**src/rtl/controlador_interrupcao.sv**
```systemverilog
// rtl/controlador_interrupcao.sv - interrupt controller: halt, one-shot timer and maskable lines with a redirect FSM
// Optional build macro: INT_EDGE_DETECT_EN (external lines latch on rising edges instead of level)
module controlador_interrupcao #(
    parameter int NUM_SRC     = 4,
    parameter int PC_W        = 11,
    parameter int TIMER_W     = 16,
    parameter int VECTOR_ADDR = 0
) (
    input  logic               Clock,
    input  logic               Reset_n,
    input  logic               Halt,
    input  logic               set_timer,
    input  logic [TIMER_W-1:0] timer_value,
    input  logic [NUM_SRC-1:0] irq_in,
    input  logic               mask_we,
    input  logic [NUM_SRC-1:0] mask_data,
    input  logic [PC_W-1:0]    next_pc,
    input  logic               get_interruption,
    output logic               int_take,
    output logic [PC_W-1:0]    vector_pc,
    output logic [PC_W-1:0]    saved_pc,
    output logic [31:0]        cause,
    output logic               int_pending
);

    // Pending bit layout: [0] halt, [1] timer, [2+i] external line i.
    localparam int P_W = NUM_SRC + 2;

    typedef enum logic [1:0] {IDLE, TAKE, SERVICE} state_t;

    state_t             state;
    logic [P_W-1:0]     pend;
    logic [P_W-1:0]     pend_set;
    logic [P_W-1:0]     ack_clr;
    logic [P_W-1:0]     served;
    logic [P_W-1:0]     eligible;
    logic [TIMER_W-1:0] counter;
    logic [NUM_SRC-1:0] mask;
    logic [NUM_SRC-1:0] irq_hit;
    logic [31:0]        win_code;
    logic               timer_expire;

    // Cause code reported for a given pending bit position.
    function automatic logic [31:0] code_of(input int idx);
        if (idx == 0)
            return 32'd2;
        else if (idx == 1)
            return 32'd1;
        else
            return 32'(idx + 1);
    endfunction

    assign vector_pc = PC_W'(VECTOR_ADDR);

`ifdef INT_EDGE_DETECT_EN
    logic [NUM_SRC-1:0] irq_prev;

    // Previous-sample register for rising-edge detection of external lines.
    always_ff @(posedge Clock) begin
        if (!Reset_n)
            irq_prev <= '0;
        else
            irq_prev <= irq_in;
    end

    assign irq_hit = irq_in & ~irq_prev;
`else
    assign irq_hit = irq_in;
`endif

    // A reload (even a zero stop) in the expiry cycle suppresses the timer event.
    assign timer_expire = (counter == TIMER_W'(1)) && !set_timer;
    assign pend_set     = {irq_hit, timer_expire, Halt};
    assign eligible     = {pend[P_W-1:2] & mask, pend[1:0]};
    assign int_pending  = |eligible;
    assign ack_clr      = (state == SERVICE && get_interruption) ? served : '0;

    // Priority encoder: lowest bit index wins (halt, timer, irq 0, irq 1, ...).
    always_comb begin
        win_code = 32'd0;
        for (int i = P_W - 1; i >= 0; i--) begin
            if (eligible[i])
                win_code = code_of(i);
        end
    end

    // Decode the latched cause back into the pending bit it came from.
    always_comb begin
        served = '0;
        for (int i = 0; i < P_W; i++) begin
            if (cause == code_of(i))
                served[i] = 1'b1;
        end
    end

    // Timer down-counter; zero means stopped.
    always_ff @(posedge Clock) begin
        if (!Reset_n)
            counter <= '0;
        else if (set_timer)
            counter <= timer_value;
        else if (counter != '0)
            counter <= counter - TIMER_W'(1);
    end

    // Pending and mask registers; a new set in the acknowledge cycle wins over the clear.
    always_ff @(posedge Clock) begin
        if (!Reset_n) begin
            pend <= '0;
            mask <= '1;
        end else begin
            pend <= (pend & ~ack_clr) | pend_set;
            if (mask_we)
                mask <= mask_data;
        end
    end

    // Redirect FSM with registered int_take, cause and saved_pc.
    always_ff @(posedge Clock) begin
        if (!Reset_n) begin
            state    <= IDLE;
            int_take <= 1'b0;
            cause    <= 32'd0;
            saved_pc <= '0;
        end else begin
            case (state)
                IDLE: begin
                    if (int_pending) begin
                        state    <= TAKE;
                        int_take <= 1'b1;
                        cause    <= win_code;
                    end
                end
                TAKE: begin
                    state    <= SERVICE;
                    int_take <= 1'b0;
                    saved_pc <= next_pc;
                end
                SERVICE: begin
                    if (get_interruption) begin
                        state <= IDLE;
                        cause <= 32'd0;
                    end
                end
                default: begin
                    state    <= IDLE;
                    int_take <= 1'b0;
                end
            endcase
        end
    end

endmodule

```
**config.mk**
```make
export PLATFORM = sky130hd
export DESIGN_NAME = controlador_interrupcao
export DESIGN_NICKNAME = d
export VERILOG_FILES = /design/src/rtl/controlador_interrupcao.sv
export SDC_FILE = /design/constraint.sdc
export NUM_CORES = 1
export LEC_CHECK = 0
export BUFFER_PORTS_ARGS = -buffer_cell sky130_fd_sc_hd__buf_2
export CORE_MARGIN = 10
export CORE_UTILIZATION = 44
export CTS_CLUSTER_SIZE = 20
export DETAILED_ROUTE_END_ITERATION = 6
export HOLD_SLACK_MARGIN = 0.15
export PLACE_DENSITY = 0.76
export SLEW_MARGIN = 10
export SYNTH_ARGS = -nofsm -noshare
export SYNTH_HDL_FRONTEND = slang
export SYNTH_SLANG_ARGS = --single-unit
```
**constraint.sdc**
```tcl
create_clock -name Clock -period 1.9 [get_ports Clock]
set_clock_uncertainty 0.2 [all_clocks]
set_input_delay 0.095 -clock Clock [delete_from_list [all_inputs] [get_ports Clock]]
set_output_delay 0.095 -clock Clock [all_outputs]
set_load 0.02 [all_outputs]
```
==> reports/results.ini <==
[status]
status = complete, but fails checks
violations = setup timing

[layout]
area_delta_synth_final_pct = 45.8
seqCellArea_sq_um = 868
antenna_cells = 0
multiInputGateArea_sq_um = 1380
drive_above_1_share = 0.303
fin_nets = 455
fillers = 410

[job]
drv_cap = 0

[drt]
wl_met1_microns = 2900
wl_per_cell_microns = 15.5
met2_length_microns = 3950
highest_layer = met4
postRouteAntennaNets = 0
wl_microns = 7470
vias = 2365
via_per_inst = 4.90
firstDrtPassIters = 4
wl_met3_microns = 542
first_iter_violations = 96
route.detailed.drc = 0

[setup_path]
critPathRequiredTime_ns = 1.87
reg2reg_from = counter[0]$_SDFFE_PN0P_
cp_cell_sequence = inv_2 -> ha_4 -> or3b_4 -> nor3_4 -> nand2_2 -> o21ai_4 -> a211oi_1
arrival_ns = 1.94
cp_num_buf_inv = 1
cp_num_cells = 7
r2r-end = counter[15]$_SDFFE_PN0P_
cp-end-kind = register
cp-start-kind = register
rr_worst_depth = 7
critPathMaxFanout = 6
crit_path_start = counter[0]$_SDFFE_PN0P_
cpMaxStageDelayCell = or3b_4
path_class = reg2reg
crit_end = counter[15]$_SDFFE_PN0P_
path_delay_family = simple AND/OR/NAND/NOR gates
cpPeakStageDelay_ns = 0.42
regToRegSetupSlack_ns = -0.07

[clock_network]
numCtsBuffers = 5
clock_path_buffers = 2
cts_htree_levels = 2
root_buffer = clkbuf_8
clkTransAtPathRegs_ns = 0.09
insertion_delay_ns = 0.30
cts_sinks = 43
cts_tree = built

[sta]
finalSetupViolations = 12
fin_crit_sh = 1.04
setup_ws_ns = -0.0669
slew_viol_final = 0
hold_violations = 0
min_period_ns = 1.97
rsz0062_at_grt = true
timing.fmax_mhz = 508

[floorplan]
io_pins = 97
rows = 26
dieArea_sq_um = 8750
die_y_microns = 93.5
dieWidth_microns = 93.5
initial_core_util = 0.460
core_area_sq_um = 5170

[synth]
synth-main-ff-cell = dfxtp_1
synth_edf_count = 0
ys_ff_latch = 43
synth.area.top_cells = dfxtp_1, buf_4, nand2_1
synth.distinct_cells = 51
avgSynthCellArea_sq_um = 8.50
yosys_warnings = 0
yosysSeqAreaShare = 0.362
synth_top_area_frac = 0.362
synthArstFlopShare = 0
synth_area_sq_um = 2380
synth_cells = 280
yosys.area.top_type = dfxtp_1

[power_and_ir_drop]
leakagePower_nw = 1.52
ir_drop_mv = 0.521
power_mw = 2.47
powerDensity_nw_per_um2 = 711

[grt]
grt-ovfl-total = 0
grt_max_degree = 19
antenna_found_initial = 0
track_usage = 0.165
grt_pass1_wl_microns = 11800
grt_pass1_vias = 2472

[min_path]
worstHoldPathType = in2reg

[placement]
gp_congestion = 0.875
io_buffers = 56
dpl.hpwl_microns = 4730
dpl_worst_slack_ns = -0.126

==> how the worst min path moves through the flow <==
stage	from	to	slack, ns	cells past startpoint
after floorplan	Halt	pend[0]$_SDFF_PN0_	0.02	1
after global placement	irq_in[2]	pend[4]$_SDFF_PN0_	0.10	2
after detailed placement	Halt	pend[0]$_SDFF_PN0_	0.11	2
after CTS	set_timer	counter[2]$_SDFFE_PN0P_	0.13	4
after global routing	set_timer	counter[3]$_SDFFE_PN0P_	0.21	3
final	set_timer	counter[3]$_SDFFE_PN0P_	0.17	3
==> cell families (layout without fill, tap and decap cells) <==
family,Yosys count,in the layout,share of synthesized area
buffers and inverters,57,151,0.156
muxes,8,8,0.0337
adders and majority gates,2,2,0.0105
DFF,43,43,0.362
AOI/OAI and AO/OA,57,57,0.168
other,1,40,0.00158
xor gates and xnor gates,8,8,0.0294
and+or+nand+nor,104,104,0.239
==> metal layers <==
metal | global-route usage | vias to the layer above
met3 | 0.0440 | 11
met1 | 0.171 | 1108
met5 | 0 | -
met4 | 0.0430 | 0
met2 | 0.316 | 89
li1 | - | 1157
==> per-stage QoR <==
step           hold WS, ns  cells  instance area, sq um  TNS (ns)  utilization
6_report             0.172    483                  3470    -0.385        0.671
3_5_place_dp         0.110    418                  2770     -1.21        0.535
4_1_cts              0.133    481                  3430   -0.0918        0.662
2_1_floorplan       0.0188    319                  2570    -0.533            -
5_1_grt              0.211    483                  3470     -1.25        0.671
3_3_place_gp         0.103    418                  2770    -0.371        0.535
==> sequential cells by signal, summed over array words and instances, names as in the netlist <==
name and count:
cause 3, int_take 1, counter 16, mask 4, pend 6, saved_pc 11, state 2
==> cell usage after synthesis, types with 2 or more instances <==
cell,count
nor3_2,3
mux2i_1,8
xor2_1,2
nor2_1,13
o211ai_1,3
nand4_1,4
nor2b_1,5
o21ai_1,3
o21ai_2,2
nand3_1,15
xnor2_1,6
and2_1,5
nor4b_1,2
nand2b_1,5
or4_4,3
nand2_1,34
buf_4,40
o21ai_0,8
a21oi_1,7
dfxtp_1,43
ha_1,2
o31a_1,2
o31ai_1,2
clkbuf_1,11
inv_1,3
a21boi_0,11
nor3_1,5
a211oi_1,4
o21a_1,7
==> where the power goes <==
part | switching (mW) | total (mW) | internal, mW
registers | 0.0829 | 1.07 | 0.986
logic | 0.433 | 0.818 | 0.384
clock network | 0.322 | 0.579 | 0.257
==> layout by cell type, fill, tap and decap left out, drive strengths merged, types with 8 or more instances in the layout <==
cell type / instances
nor2: 13
nor3: 8
dlygate4sd3: 52
dfxtp: 43
mux2i: 8
buf: 87
o21ai: 13
nand3: 15
conb: 40
a21boi: 11
nand2: 35
==> layout make-up <==
cell class,count,share of cell area
inverters,4,0.00433
flip-flops and latches,43,0.250
repair buffers,139,0.298
clock buffers,6,0.0209
clock inverters,2,0.00361
multi-input cells,219,0.398
well taps,70,0.0252
==> worst register-to-register path, stage by stage, from the launching register on <==
cell and delay [ns]:
dfxtp_2 0.35, inv_2 0.08, ha_4 0.14, or3b_4 0.42, nor3_4 0.20, nand2_2 0.15, o21ai_4 0.23, a211oi_1 0.08
==> what timing repair did <==
item                                    4_1_cts  5_1_grt
endpoints found under the setup margin       15       17
buffers inserted                              4        1
hold buffers                                 51        1
hold endpoints to repair                     39        1
pin swaps                                     8        6
gates resized for setup                       7        7
Power figures use the tool's default switching activity.
